--- src/rtl/bp_fe_queue_replay_fifo.sv ---
// rtl/bp_fe_queue_replay_fifo.sv - FE queue with read/commit pointers for replay
// Optional same-cycle bypass of empty-queue enqueues: BP_FE_QUEUE_BYPASS_EN
module bp_fe_queue_replay_fifo #(
  parameter int els_p        = 8,
  parameter int data_width_p = 128
) (
  input  logic                    clk_i,
  input  logic                    reset_n_i,
  input  logic [data_width_p-1:0] data_i,
  input  logic                    v_i,
  output logic                    ready_o,
  output logic [data_width_p-1:0] data_o,
  output logic                    v_o,
  input  logic                    yumi_i,
  input  logic                    clr_i,
  input  logic                    roll_i,
  input  logic                    deq_i,
  output logic                    empty_o
);

  localparam int idx_w = $clog2(els_p);
  localparam int ptr_w = idx_w + 1;

  logic [ptr_w-1:0] wptr_q, wptr_d;
  logic [ptr_w-1:0] rptr_q, rptr_d;
  logic [ptr_w-1:0] cptr_q, cptr_d;
  logic [data_width_p-1:0] mem_q [els_p];

  logic full, enq, unread, bypass, deq_eff, yumi_eff;

  always_comb begin
    // Same index with opposite wrap bits: write has lapped commit by els_p.
    full = (wptr_q[idx_w-1:0] == cptr_q[idx_w-1:0]) &&
           (wptr_q[ptr_w-1] != cptr_q[ptr_w-1]);
    ready_o = ~full & reset_n_i;
    enq     = v_i & ready_o & ~clr_i;
    unread  = (rptr_q != wptr_q);
    bypass  = 1'b0;
`ifdef BP_FE_QUEUE_BYPASS_EN
    bypass  = ~unread & enq & ~roll_i;
`endif
    v_o     = (unread | bypass) & reset_n_i;
    data_o  = bypass ? data_i : mem_q[rptr_q[idx_w-1:0]];
    empty_o = (wptr_q == cptr_q) | ~reset_n_i;

    deq_eff  = deq_i & (cptr_q != rptr_q);
    yumi_eff = yumi_i & v_o & ~roll_i;

    // Replay rewinds to the post-commit pointer; clear then collapses write onto read.
    cptr_d = cptr_q + ptr_w'(deq_eff);
    rptr_d = roll_i ? cptr_d : rptr_q + ptr_w'(yumi_eff);
    wptr_d = clr_i ? rptr_d : wptr_q + ptr_w'(enq);

    if (!reset_n_i) begin
      cptr_d = '0;
      rptr_d = '0;
      wptr_d = '0;
    end
  end

  always_ff @(posedge clk_i) begin
    wptr_q <= wptr_d;
    rptr_q <= rptr_d;
    cptr_q <= cptr_d;
  end

  // Storage is intentionally not reset; pointers alone define validity.
  always_ff @(posedge clk_i) begin
    if (enq) mem_q[wptr_q[idx_w-1:0]] <= data_i;
  end

endmodule

--- config.mk ---
export PLATFORM = sky130hd
export DESIGN_NAME = bp_fe_queue_replay_fifo
export DESIGN_NICKNAME = d
export VERILOG_FILES = /design/src/rtl/bp_fe_queue_replay_fifo.sv
export SDC_FILE = /design/constraint.sdc
export NUM_CORES = 1
export LEC_CHECK = 0
export ABC_AREA = 1
export BUFFER_PORTS_ARGS = -buffer_cell sky130_fd_sc_hd__buf_2
export CAP_MARGIN = 40
export CORE_MARGIN = 8
export CORE_UTILIZATION = 43
export CTS_CLUSTER_SIZE = 28
export DETAILED_ROUTE_END_ITERATION = 7
export GPL_ROUTABILITY_DRIVEN = 0
export GPL_TIMING_DRIVEN = 1
export PLACE_DENSITY_LB_ADDON = 0.2
export SYNTH_ARGS = -nofsm -noshare
export SYNTH_HDL_FRONTEND = slang
export SYNTH_SLANG_ARGS = --single-unit
--- constraint.sdc ---
create_clock -name clk_i -period 18.8 [get_ports clk_i]
set_clock_uncertainty 0.2 [all_clocks]
set_input_delay 4.7 -clock clk_i [delete_from_list [all_inputs] [get_ports clk_i]]
set_output_delay 4.7 -clock clk_i [all_outputs]
set_load 0.05 [all_outputs]
==> metrics.yaml, run 1 <==
clock_tree:
  cts_setup_buffers: 0
  ctsResizeCount: 0
  h-tree-depth: 3
  clkSlewWorstSetupHoldPaths_ns: 0.06
  hold_buffers: 0
  cts-root-buf: "clkbuf_16"
  numCtsBuffers: 106
  clockBufferDepth: 3
  clock_sink_count: 1036
  insertion_delay_ns: 0.68
  cts_tree: "done"
placement:
  io_buffer_count: 265
  placed_cells: 4400
  place_area_sq_um: 42900
  post-place-ws_ns: 7.99
  dp_hpwl_mm: 53.4
critical_path:
  cp-start-kind: "input port"
  path_class: "input port to output pin"
  path_max_fanout: 10
  r2r_setup_slack_ns: 14.56
  worstPathArrival_ns: 5.95
  endpoint_kind: "output pin"
  cp_data_required_time_ns: 13.90
layout:
  layout_common_cells: "edfxtp_1 (1024), nor2_1 (520), nand2_1 (418)"
  nNetsFinal: 3396
  fillCellCount: 7997
  multiInputGateArea_sq_um: 8110
  final_cell_count_no_fill: 4613
  regArea_sq_um: 31000
  postLayoutCoreUtil_pct: 49.8
  final_common_cell: "edfxtp_1"
  fin_area_sq_um: 46300
  drive_above_1_share_pct: 14.6
  area_growth_pct: 15.1
die:
  start_util_pct: 43.3
  core_area_sq_um: 93000
  die_h_microns: 322
  die_area_sq_um: 104000
  boundaryPins: 266
  die_x_microns: 322
  fp-row-count: 112
timing:
  rsz0062_at_grt: "false"
  hold_violations: 0
  drv_slew: 0
  setup_viol: 0
  holdWs_ns: 0.451
  slew_headroom_pct: 24.6
  fmax_mhz: 92.2
  final.setup.worst_slack_ns: 7.95
  tightest_slew_ns: 1.13
  min_period_ns: 10.85
  min_period_over_period_pct: 57.7
  tns_ns: 0
route:
  wl_per_cell_microns: 21.9
  dr.pass1.iters: 5
  route.detailed.drc: 0
  dr.first_iter.drc_count: 2087
  vias: 24985
  routed_wirelength_mm: 101
  vias_per_cell: 5.42
  ant_nets: 0
power_and_ir_drop:
  leakage_nw: 16.0
  vdd_drop_max_uv: 82.8
  power.total_mw: 5.47
  powerDensity_nw_per_um2: 118
grt:
  grt_use_total_pct: 19.0
  grt_pass1_wl_mm: 151
  antenna_found_initial: 35
  grt_pass1_vias: 24914
  grt_max_degree: 237
  grt-ovfl-total: 0
synth:
  ys_types: 27
  syn-cell-area_sq_um: 40200
  ys_seq_elements: 1036
  yosysTopAreaCell: "edfxtp_1"
  ys_seq_area_share_pct: 77.0
  synth.top_cell.area_share_pct: 76.4
  syn-num-nets: 3169
  avgSynthCellArea_sq_um: 13.3
  ys_warn_count: 0
  ys_top_cells_by_area: "edfxtp_1 (76%), nor2_1 (4.9%), o22ai_1 (4.0%)"
  synth_cells: 3028
job:
  max-cap-violations: 0
hold_path:
  hold_class: "flop to flop"
outcome:
  status: "completed"
-- Yosys cell counts, drive strengths merged --
cell type	instances
a21oi	2
a31oi	1
buf	148
clkbuf	56
dfxtp	12
edfxtp	1024
ha	6
inv	26
nand2	418
nand3	17
nand4	5
nor2	528
nor3	1
o211ai	2
o21ai	517
o22ai	256
or2	1
xnor2	4
xor2	4
-- registers in the layout (all words and copies together) (netlist names) --
register and flops:
cptr_q 4, mem_q 1024, rptr_q 4, wptr_q 4
-- worst paths after layout --
| kind | depth (start not counted) | startpoint | to |
|---|---|---|---|
| setup / recovery | 4 | reset_n_i | v_o |
| hold reg to reg | 4 | cptr_q[3] | cptr_q[3] |
| setup reg to reg | 8 | wptr_q[2] | mem_q[7][40] |
| hold / removal | 4 | cptr_q[3] | cptr_q[3] |
-- layer usage --
layer	vias to the layer above	track usage [%]	routed length, microns
met1	12508	24.8	43500
met4	26	6.39	2410
met5	-	0	161
met3	179	4.57	6800
li1	11603	-	-
met2	669	31.1	48300
-- logic make-up (layout without fill, tap and decap cells) --
| logic type | after synthesis | count (layout) | synth area share (%) |
|---|---|---|---|
| compound gates | 778 | 778 | 10.5 |
| xor+xnor | 8 | 8 | 0.174 |
| fa+ha+maj | 6 | 6 | 0.187 |
| buf+inv | 230 | 542 | 3.01 |
| flops | 1036 | 1036 | 77.0 |
| other cells | 0 | 19 | 0 |
| simple gates | 970 | 970 | 9.15 |
-- layout make-up --
cell class                 instances  area share [%]
sequential                      1036            66.9
multi-input combinational       1762            17.5
clock buffer                     128            5.90
timing repair buffer             323            4.54
tap                             1254            3.39
clock inverter                    65            1.39
inverter                          26           0.262
antenna                           19           0.103
-- report_power, final --
part,leakage [nW],switching [mW],internal (mW)
Combinational,5.00,0.635,0.205
Clock,1.65,0.867,1.18
Sequential,9.32,0.0200,2.56
Total,16.0,1.52,3.94
-- worst max-delay path, cell delays in order --
cell and delay (ns):
buf_2 0.22, inv_1 0.18, nor2_1 0.47, buf_2 0.38
No activity file was read; power rests on OpenSTA's default activity.
==> run 2: changes to the inputs <==
==> constraint.sdc (replaced) <==
create_clock -name clk_i -period 10.82 [get_ports clk_i]
set_clock_uncertainty 0.2 [all_clocks]
set_input_delay 2.705 -clock clk_i [delete_from_list [all_inputs] [get_ports clk_i]]
set_output_delay 2.705 -clock clk_i [all_outputs]
set_load 0.05 [all_outputs]
==> run 2 against run 1 <==
Net effect: combinational power up 75%; via count rose by 0.21%; register-to-register slack lost 7.7 ns; final cell count is essentially flat; sequential share of layout area fell by 0.24 points; die area is the same; clock power is 75% higher; first-iteration DRC count fell by 4.6%; clock-buffer cell count increased by 6; largest power group unchanged.
==> metrics.yaml, run 2 (synthesized netlist as in run 1, its figures left out) <==
clock_tree:
  cts_setup_buffers: 0  # unchanged
  clock_sink_count: 1036  # unchanged
  cts_tree: "done"
  clkSlewWorstSetupHoldPaths_ns: 0.06  # about the same
  hold_buffers: 0  # unchanged
  h-tree-depth: 3  # unchanged
  cts-root-buf: "clkbuf_16"
  clockBufferDepth: 3  # unchanged
  ctsResizeCount: 0  # unchanged
  insertion_delay_ns: 0.68  # about the same
  numCtsBuffers: 108  # +1.9%
die:
  start_util_pct: 43.3  # unchanged
  core_area_sq_um: 93000  # unchanged
  boundaryPins: 266  # unchanged
  die_x_microns: 322  # unchanged
  die_area_sq_um: 104000  # unchanged
  die_h_microns: 322  # unchanged
  fp-row-count: 112  # unchanged
hold_path:
  hold_depth: 3  # -1
  min_from: "cptr_q[3]"
  min_to: "cptr_q[3]"
  hold_class: "flop to flop"
placement:
  io_buffer_count: 265  # unchanged
  place_area_sq_um: 43000  # +0.39%
  placed_cells: 4402  # +0.045%
  dp_hpwl_mm: 53.8  # +0.73%
power_and_ir_drop:
  power.total_mw: 9.51  # +74%
  power_frac_clock_pct: 37.4  # about the same
  switching_share_pct: 27.4  # -0.40 points
  p_int_mw: 6.90  # +75%
  p_comb_share_pct: 15.5  # about the same
  powerDensity_nw_per_um2: 205  # +73%
  vdd_drop_max_uv: 161  # +94%
  power.switching_mw: 2.61  # +72%
  seq_power_share_pct: 47.1  # about the same
  leakage_nw: 16.0  # +0.39%
layout:
  area_growth_pct: 15.5
  postLayoutCoreUtil_pct: 50.0  # +0.18 points
  final_cell_count_no_fill: 4617  # +0.087%
  drive_above_1_share_pct: 14.4  # -0.12 points
  final_common_cell: "edfxtp_1"
  largest_reg_flops: 1024  # unchanged
  fin_area_sq_um: 46500  # +0.36%
  layout_common_cells: "edfxtp_1 (1024), nor2_1 (520), nand2_1 (418)"
  nNetsFinal: 3399  # +0.088%
route:
  ant_nets: 0  # unchanged
  dr.pass1.iters: 6  # +1
  wl_per_cell_microns: 21.9  # about the same
  vias: 25037  # +0.21%
  dr.first_iter.drc_count: 1991  # -4.6%
  route.detailed.drc: 0  # unchanged
  routed_wirelength_mm: 101  # about the same
  vias_per_cell: 5.42  # +0.12%
critical_path:
  r2r_end: "mem_q[5][54]"
  r2r_setup_slack_ns: 6.89  # -7.67 ns
  path_cells: "buf_2 > inv_1 > nor2_1 > buf_2"
  r2r_cells: 8  # unchanged
  crit_path_top_delay_cell: "nor2_1"
  path_class: "input port to output pin"
  r2r_start: "wptr_q[2]"
  cp_data_required_time_ns: 7.92  # -5.98 ns
  worstPathArrival_ns: 3.84  # -2.11 ns
  crit_top_cell: "buf_2"
  path_max_fanout: 10  # unchanged
  cp-start-kind: "input port"
  endpoint_kind: "output pin"
  max_stage_delay_ns: 0.43  # -0.04 ns
timing:
  tightest_slew_ns: 1.24  # +0.108 ns
  fmax_mhz: 148
  drv_slew: 0  # unchanged
  min_period_ns: 6.75
  min_period_over_period_pct: 62.4
  tns_ns: 0  # unchanged
  slew_headroom_pct: 17.4  # -7.2 points
  setup_viol: 0  # unchanged
  rsz0062_at_grt: "false"
  hold_violations: 0  # unchanged
grt:
  antenna_found_initial: 29  # -17%
  grt_max_degree: 196  # -17%
  grt-ovfl-total: 0  # unchanged
  grt_pass1_vias: 25175  # +1.0%
  grt_pass1_wl_mm: 151  # +0.36%
  grt_use_total_pct: 19.0  # +0.058 points
job:
  max-cap-violations: 0  # unchanged
outcome:
  status: "completed"
## run 2: cell count changes in the layout (fill, tap and decap cells not counted)
cell and change:
clkinv_1 +8, buf_16 +6, buf_4 -6, clkbuf_16 +4, inv_16 -4, diode_2 -3, clkbuf_1 +2, clkinv_2 -2
clkinv_4 -2, clkinvlp_4 -2, inv_6 +2, buf_12 +1
## run 2: power by group through the flow
stage | Combinational, mW | Clock (mW) | Sequential [mW]
after floorplan | 1.07 | 0 | 4.56
after global placement | 1.39 | 0 | 4.58
after detailed placement | 1.48 | 0 | 4.56
after CTS | 1.49 | 3.64 | 4.48
after global routing | 1.60 | 3.78 | 4.48
final | 1.47 | 3.56 | 4.48
## run 2: worst max path at each step
stage / start / endpoint / slack [ns] / cells after the start
after floorplan: clr_i / mem_q[0][0] / 1.47 / 6
after global placement: rptr_q[0] / data_o[75] / 3.93 / 7
after detailed placement: reset_n_i / v_o / 4.06 / 4
after CTS: rptr_q[0] / data_o[107] / 3.89 / 10
after global routing: rptr_q[0] / data_o[107] / 3.76 / 10
final: reset_n_i / v_o / 4.07 / 4
## run 2: cell type report
cell class / count / area, sq um
inverters: 26 / 121
diodes: 16 / 40.0
repair buffers: 324 / 2240
multi-input cells: 1762 / 8110
well taps: 1254 / 1570
flip-flops and latches: 1036 / 31000
clock inverters: 65 / 571
fillers: 7946 / 46600
clock buffers: 134 / 2840
## run 2: metal layers
layer	global-route usage [%]	part of all wire, %	vias up
li1	-	-	11616
met1	24.3	42	12515
met2	32.4	49	690
met3	4.30	6.4	192
met4	5.58	2.4	24
met5	0	0.15	-
## run 2: worst max-delay path: cells and delay by family
kind	cells	cell delay, ns
buffers and inverters	3	0.70
and+or+nand+nor	1	0.43
## run 2: metrics by stage
stage               hold slack [ns]  setup WS [ns]
finish                        0.446           4.07
floorplan                     0.364           1.47
detailed placement            0.433           4.06
global route                  0.484           3.76
CTS                           0.443           3.89
global placement              0.414           3.93
